==> src/rtl/serial_rx.sv <==
// Oversampling asynchronous serial receiver: 2-flop synchronizer, start-bit
// validation at mid-bit, LSB-first data capture and a one-deep output holding register.
module serial_rx #(
  parameter int DATA_BITS  = 8,
  parameter int BIT_CYCLES = 4
) (
  input  logic                 clk,
  input  logic                 reset,
  input  logic                 rx,
  input  logic                 ready,
  output logic [DATA_BITS-1:0] data_out,
  output logic                 valid,
  output logic                 frame_err,
  output logic                 overrun
);

  localparam int CNT_W = $clog2(BIT_CYCLES);
  localparam int IDX_W = $clog2(DATA_BITS);
  localparam logic [CNT_W-1:0] CNT_HALF = CNT_W'(BIT_CYCLES / 2 - 1);
  localparam logic [CNT_W-1:0] CNT_LAST = CNT_W'(BIT_CYCLES - 1);
  localparam logic [IDX_W-1:0] IDX_LAST = IDX_W'(DATA_BITS - 1);

  typedef enum logic [1:0] {IDLE, START, DATA, STOP} state_t;

  state_t               state, state_nx;
  logic [CNT_W-1:0]     cnt, cnt_nx;
  logic [IDX_W-1:0]     idx, idx_nx;
  logic [DATA_BITS-1:0] shreg, shreg_nx;
  logic [DATA_BITS-1:0] data_nx;
  logic                 valid_nx, err_nx, over_nx;
  logic                 stop_eval;
  logic                 rx_p0, rx_s;

  // Stage p0/p1: metastability synchronizer, idles high
  always_ff @(posedge clk) begin
    if (reset) begin
      rx_p0 <= 1'b1;
      rx_s  <= 1'b1;
    end else begin
      rx_p0 <= rx;
      rx_s  <= rx_p0;
    end
  end

  always_comb begin
    state_nx  = state;
    cnt_nx    = cnt;
    idx_nx    = idx;
    shreg_nx  = shreg;
    stop_eval = 1'b0;
    case (state)
      IDLE: begin
        if (!rx_s) begin
          state_nx = START;
          cnt_nx   = '0;
        end
      end
      START: begin
        // A high line before mid-bit is treated as noise, not a start bit
        if (rx_s) begin
          state_nx = IDLE;
          cnt_nx   = '0;
        end else if (cnt == CNT_HALF) begin
          state_nx = DATA;
          cnt_nx   = '0;
          idx_nx   = '0;
        end else begin
          cnt_nx = cnt + 1'b1;
        end
      end
      DATA: begin
        if (cnt == CNT_LAST) begin
          shreg_nx[idx] = rx_s;
          cnt_nx        = '0;
          if (idx == IDX_LAST) begin
            state_nx = STOP;
            idx_nx   = '0;
          end else begin
            idx_nx = idx + 1'b1;
          end
        end else begin
          cnt_nx = cnt + 1'b1;
        end
      end
      STOP: begin
        if (cnt == CNT_LAST) begin
          stop_eval = 1'b1;
          state_nx  = IDLE;
          cnt_nx    = '0;
        end else begin
          cnt_nx = cnt + 1'b1;
        end
      end
      default: begin
        state_nx = IDLE;
        cnt_nx   = '0;
        idx_nx   = '0;
      end
    endcase
  end

  // Output register: a load on a good stop bit wins over a concurrent handshake clear
  always_comb begin
    data_nx  = data_out;
    valid_nx = valid;
    err_nx   = 1'b0;
    over_nx  = overrun;
    if (valid && ready) begin
      valid_nx = 1'b0;
      over_nx  = 1'b0;
    end
    if (stop_eval) begin
      if (!rx_s) begin
        err_nx = 1'b1;
      end else if (!valid || ready) begin
        data_nx  = shreg;
        valid_nx = 1'b1;
      end else begin
        over_nx = 1'b1;
      end
    end
  end

  always_ff @(posedge clk) begin
    if (reset) begin
      state     <= IDLE;
      cnt       <= '0;
      idx       <= '0;
      data_out  <= '0;
      valid     <= 1'b0;
      frame_err <= 1'b0;
      overrun   <= 1'b0;
    end else begin
      state     <= state_nx;
      cnt       <= cnt_nx;
      idx       <= idx_nx;
      data_out  <= data_nx;
      valid     <= valid_nx;
      frame_err <= err_nx;
      overrun   <= over_nx;
    end
  end

  // Every bit position is rewritten by each frame, so the assembly register needs no reset
  always_ff @(posedge clk) begin
    shreg <= shreg_nx;
  end

endmodule

==> config.mk <==
export PLATFORM = sky130hd
export DESIGN_NAME = serial_rx
export DESIGN_NICKNAME = d
export VERILOG_FILES = /design/src/rtl/serial_rx.sv
export SDC_FILE = /design/constraint.sdc
export NUM_CORES = 1
export LEC_CHECK = 0
export CAP_MARGIN = 20
export CORE_MARGIN = 2
export CORE_UTILIZATION = 42
export DETAILED_ROUTE_END_ITERATION = 10
export PLACE_DENSITY = 0.74
export SYNTH_ARGS = -nofsm -noshare
export SYNTH_HDL_FRONTEND = slang
export SYNTH_SLANG_ARGS = --single-unit
export TNS_END_PERCENT = 5
==> constraint.sdc <==
create_clock -name clk -period 1.37 [get_ports clk]
set_input_delay 0.274 -clock clk [delete_from_list [all_inputs] [get_ports clk]]
set_output_delay 0.274 -clock clk [all_outputs]
set_load 0.01 [all_outputs]
* Word-level counts from Yosys, hierarchy flattened *
Index checks and enable logic that the tools add are counted.

word-level totals
  register bits after elaboration = 28
  logic and storage cells = 71
  output and inout bits = 11
  input port bits = 4

operators by class
  bitwise gates (word level) = 1
  eq/ne operators = 13
  muxes and demuxes = 31
  order comparisons = 2
  reduce and logical (&&, ||, !) cells = 12
  add/subtract/negate cells = 2

operator list
  operator                                              number
  two-way mux 2 bit                                     10
  two-way mux 1 bit                                     12
  two-way mux 3 bit                                     4
  != test 2 bit (second input constant)                 6
  bitwise mux 8 bit                                     1
  case mux 2 bit (4 select lines)                       1
  equality test 2 bit (second input constant)           3
  case mux 2 bit (3 select lines)                       1
  case mux 3 bit (2 select lines)                       1
  AND reduction 5 bit                                   1
  equality test 2 x 1 -> 1 bit (second input constant)  2
  < comparator 3 x 4 -> 1 bit (second input constant)   1
  AND reduction 4 bit                                   1
  OR reduction 2 bit                                    2
  adder 3 x 1 -> 3 bit (second input constant)          1
  demux 1 bit (select 3 bit)                            1
  equality test 3 bit (second input constant)           1
  >= comparator 3 x 1 -> 1 bit (second input constant)  1
  != test 3 bit (second input constant)                 1
  AND reduction 3 bit                                   1
  adder 2 x 1 -> 2 bit (second input constant)          1
  logical AND 1 bit                                     2
  logical NOT 2 bit                                     1
  AND reduction 2 bit                                   1
  4 further kinds                                       4

* Logic depth before layout (Yosys ltp) *
  depth after elaboration = 5
  depth in mapped cells = 6
  mapped depth without buffers = 5

* Worst setup path before layout *
No wires, ideal clock.

  kind = register to register
  start point = reg cnt[0]
  end point = reg data_out[0]
  setup time = 0.072 ns
  data required time = 1.298 ns
  slack = 0.056 ns
  path buffers = 2
  clock period less this slack = 1.314 ns
  arrival time = 1.243 ns
  cell stages (with the launch flop) = 7
  cells stage by stage = dfxtp_1 > ha_1 > buf_4 > nand4_2 > nor2b_2 > buf_6 > mux2i_1

between the ends
  cells in the longest elaborated chain, start to end = 4

ends and longest elaborated chain
  element                        line  source
  start: declaration             26    logic [CNT_W-1:0] cnt, cnt_nx;
  start signal: assignment       135   cnt <= cnt_nx;
  equality test 2 bit            86    if (cnt == CNT_LAST) begin
  two-way mux 1 bit              86
  two-way mux 1 bit              51    case (state)
  AND reduction 3 bit (no line)  -
  end signal: assignment         137   data_out <= data_nx;
  end: declaration               11    output logic [DATA_BITS-1:0] data_out,

No other way between the ends.
A chain may end at the register's enable or synchronous reset.

* Worst setup path after layout *
  start point = reg valid
  end point = out valid

RTL lines
  element                   line  source
  start: declaration        12    output logic valid,
  start signal: assignment  138   valid <= valid_nx;

No word-level cell between the ends.

==> flow_metrics.py <==
metrics = {
    "setup_path": {
        "crit_slowest_cell": "dfxtp_1",
        "critical_path_required_ns": 1.10,
        "end_kind": "output port",
        "cp_cell_sequence": "dlygate4sd2_1",
        "cp_top_family": "flip-flops",
        "critPathArrivalTime_ns": 1.03,
        "cp_num_buf_inv": 1,
        "crit_path_max_incr_delay_ns": 0.40,
        "path_max_fanout": 4,
        "startpoint_type": "flop",
        "worst-setup-path-type": "flop to output port",
    },
    "floorplan": {
        "core_um2": 3000,
        "fp.dieH_um": 60.0,
        "ioPinCount": 15,
        "die_x_um": 60.0,
        "rows": 20,
        "start_util": 0.438,
        "dieArea_um2": 3590,
    },
    "drt": {
        "num_vias": 905,
        "finalWirelength_um": 2200,
        "drtPass1Iterations": 4,
        "vias_per_cell": 5.08,
        "antenna_left": 0,
        "drt-initial-drc-count": 34,
        "avgRoutedWirePerCell_um": 12.3,
        "drc": 0,
    },
    "job": {
        "drv_cap": 0,
    },
    "cells_and_area": {
        "fillers": 268,
        "area.growth.synth_to_final_pct": 21.4,
        "antennaDiodeCount": 0,
        "drive_gt1_frac": 0.186,
        "ff_latch_area_um2": 652,
        "fin_area_um2": 1600,
        "nets": 156,
        "multiInputGateArea_um2": 621,
        "final_core_util": 0.532,
    },
    "clocking": {
        "worstSkewPairLatency_ns": 0.33,
        "cts_tree": "yes",
        "ctsHoldBuffers": 0,
        "cts.sinks": 28,
        "cts_root_buffer": "clkbuf_4",
        "path_clk_slew_ns": 0.15,
        "clockBufferDepth": 2,
        "cts_made_buffers": 3,
        "post_cts_buffers": 0,
        "htreeDepth": 1,
    },
    "placement": {
        "hpwl_um": 1560,
        "place.gp.congestion": 0.788,
        "place_area_um2": 1520,
        "port_buffers": 14,
    },
    "pwr": {
        "power.density_nw_per_um2": 908,
        "leakagePower_nw": 0.603,
        "ir_drop_v": 0.000600,
        "p_total_mw": 1.45,
    },
    "global_route": {
        "grt_pass1_vias": 913,
        "grt_use_total": 0.142,
        "antenna_found_initial": 0,
        "grt_overflow": 0,
        "grt_max_degree": 30,
        "grt_pass1_wl_um": 3850,
    },
    "timing": {
        "fin_crit_sh": 0.949,
        "fin_tns_setup_ns": 0,
        "clock_skew_ns": 0.00429,
        "hold_viol_final": 0,
        "finalSetupViolations": 0,
        "fin_crit_ns": 1.30,
        "fmax_mhz": 769,
        "maxSlewHeadroom": 0.837,
        "worst_pin_slew_ns": 0.244,
        "drv_slew": 0,
    },
    "yosys": {
        "synthAdderAreaFrac": 0.0571,
        "synth_top_family_by_area": "simple AND/OR/NAND/NOR gates",
        "ys_ff_latch": 28,
        "syn_area_per_cell_um2": 10.4,
        "yosys-mux-area-fraction": 0.0609,
        "synth_compound_area_frac": 0.0733,
        "syn-cell-area_um2": 1320,
        "synth-simple-area-share": 0.264,
        "synth_warnings": 0,
        "syn-num-nets": 137,
        "ys_types": 29,
        "seq_area_frac_synth": 0.487,
        "synth_xor_area_frac": 0,
        "synthCells": 127,
    },
    "run_status": {
        "status": "finished clean",
    },
    "min_path": {
        "min_path_type": "flop to flop",
    },
}
## routing by layer
layer / vias to the layer above / part of all wire / track usage
li1: 471 / - / -
met1: 418 / 0.44 / 0.153
met2: 14 / 0.53 / 0.262
met3: 2 / 0.031 / 0.0519
met4: 0 / 0.0059 / 0.0286
met5: - / 0 / 0
## power by group
| part | total (mW) | internal, mW | switching, mW |
|---|---|---|---|
| sequential | 0.856 | 0.851 | 0.00565 |
| clock | 0.534 | 0.296 | 0.238 |
| combinational | 0.0601 | 0.0340 | 0.0261 |
## repair_timing
action                                  CTS  global route
cloned                                    0             0
gates resized for setup                  14             8
endpoints found under the setup margin   20             8
## placed cells by master (no fill, tap or decap), types with 2 or more instances in the layout
| cell type | netlist | layout |
|---|---|---|
| nand2b_1 | 19 | 19 |
| dfxtp_1 | 20 | 15 |
| dlygate4sd2_1 | 0 | 11 |
| nor2_1 | 10 | 10 |
| mux2i_1 | 8 | 8 |
| a21oi_1 | 8 | 8 |
| edfxtp_1 | 8 | 8 |
| nand3_1 | 6 | 6 |
| buf_4 | 3 | 6 |
| inv_1 | 5 | 5 |
| ha_1 | 6 | 5 |
| nand2_1 | 4 | 4 |
| nand3b_1 | 3 | 3 |
| nor3_2 | 2 | 3 |
| a31oi_1 | 3 | 3 |
| clkbuf_4 | 0 | 3 |
| dfxtp_2 | 0 | 3 |
| clkdlybuf4s50_1 | 0 | 3 |
| or2_2 | 2 | 2 |
| nor3_1 | 3 | 2 |
| o21a_1 | 2 | 2 |
| dfxtp_4 | 0 | 2 |
| buf_12 | 0 | 2 |
## through the flow
step / setup WS [ns] / hold WS, ns / cells
2_1_floorplan: 0.0559 / 0.378 / 127
3_3_place_gp: -0.0380 / 0.398 / 174
3_5_place_dp: -0.0926 / 0.413 / 174
4_1_cts: 0.0238 / 0.447 / 178
5_1_grt: -0.00229 / 0.457 / 178
6_report: 0.0696 / 0.438 / 178
## path summary, 6_finish.rpt
| path | start | end | slack [ns] | depth (start not counted) |
|---|---|---|---|---|
| max | valid | valid | 0.07 | 1 |
| min | rx_p0 | rx_s | 0.44 | 1 |
| max reg2reg | cnt[0] | data_out[6] | 0.07 | 5 |
| min reg2reg | rx_p0 | rx_s | 0.44 | 1 |
## layout make-up
| cell class | count | area share |
|---|---|---|
| clock buffers | 3 | 0.0141 |
| clock inverters | 1 | 0.0188 |
| inverters | 5 | 0.0118 |
| multi-input cells | 86 | 0.389 |
| flip-flops and latches | 28 | 0.408 |
| well taps | 33 | 0.0259 |
| repair buffers | 22 | 0.132 |
## cells in the mapped netlist (all sizes together)
master,count,area (um^2)
dfxtp,20,400
nand2b,19,119
nor2,10,37.5
a21oi,8,40.0
edfxtp,8,240
mux2i,8,80.1
buf,6,50.0
ha,6,75.1
nand3,6,30.0
inv,5,18.8
nor3,5,35.0
nand2,4,15.0
a31oi,3,18.8
nand3b,3,22.5
clkbuf,2,7.51
nor2b,2,22.5
o2111ai,2,17.5
o21a,2,15.0
or2,2,12.5
and4bb,1,12.5
nand4,1,12.5
nand4b,1,8.76
nand4bb,1,11.3
nor3b,1,7.51
o21ai,1,5.00
## logic make-up after synthesis
kind of cell	after synthesis
DFF	28
and+or+nand+nor	56
buffers and inverters	13
AOI/OAI and AO/OA	16
adders and majority gates	6
muxes	8
## flip-flops by register name, indices dropped and copies added (netlist names), named ones only
name	cells
rx_s	1
state	1
cnt	2
frame_err	1
shreg	8
valid	1
idx	3
rx_p0	1
data_out	8
overrun	1
No activity file was read; power rests on OpenSTA's default activity.
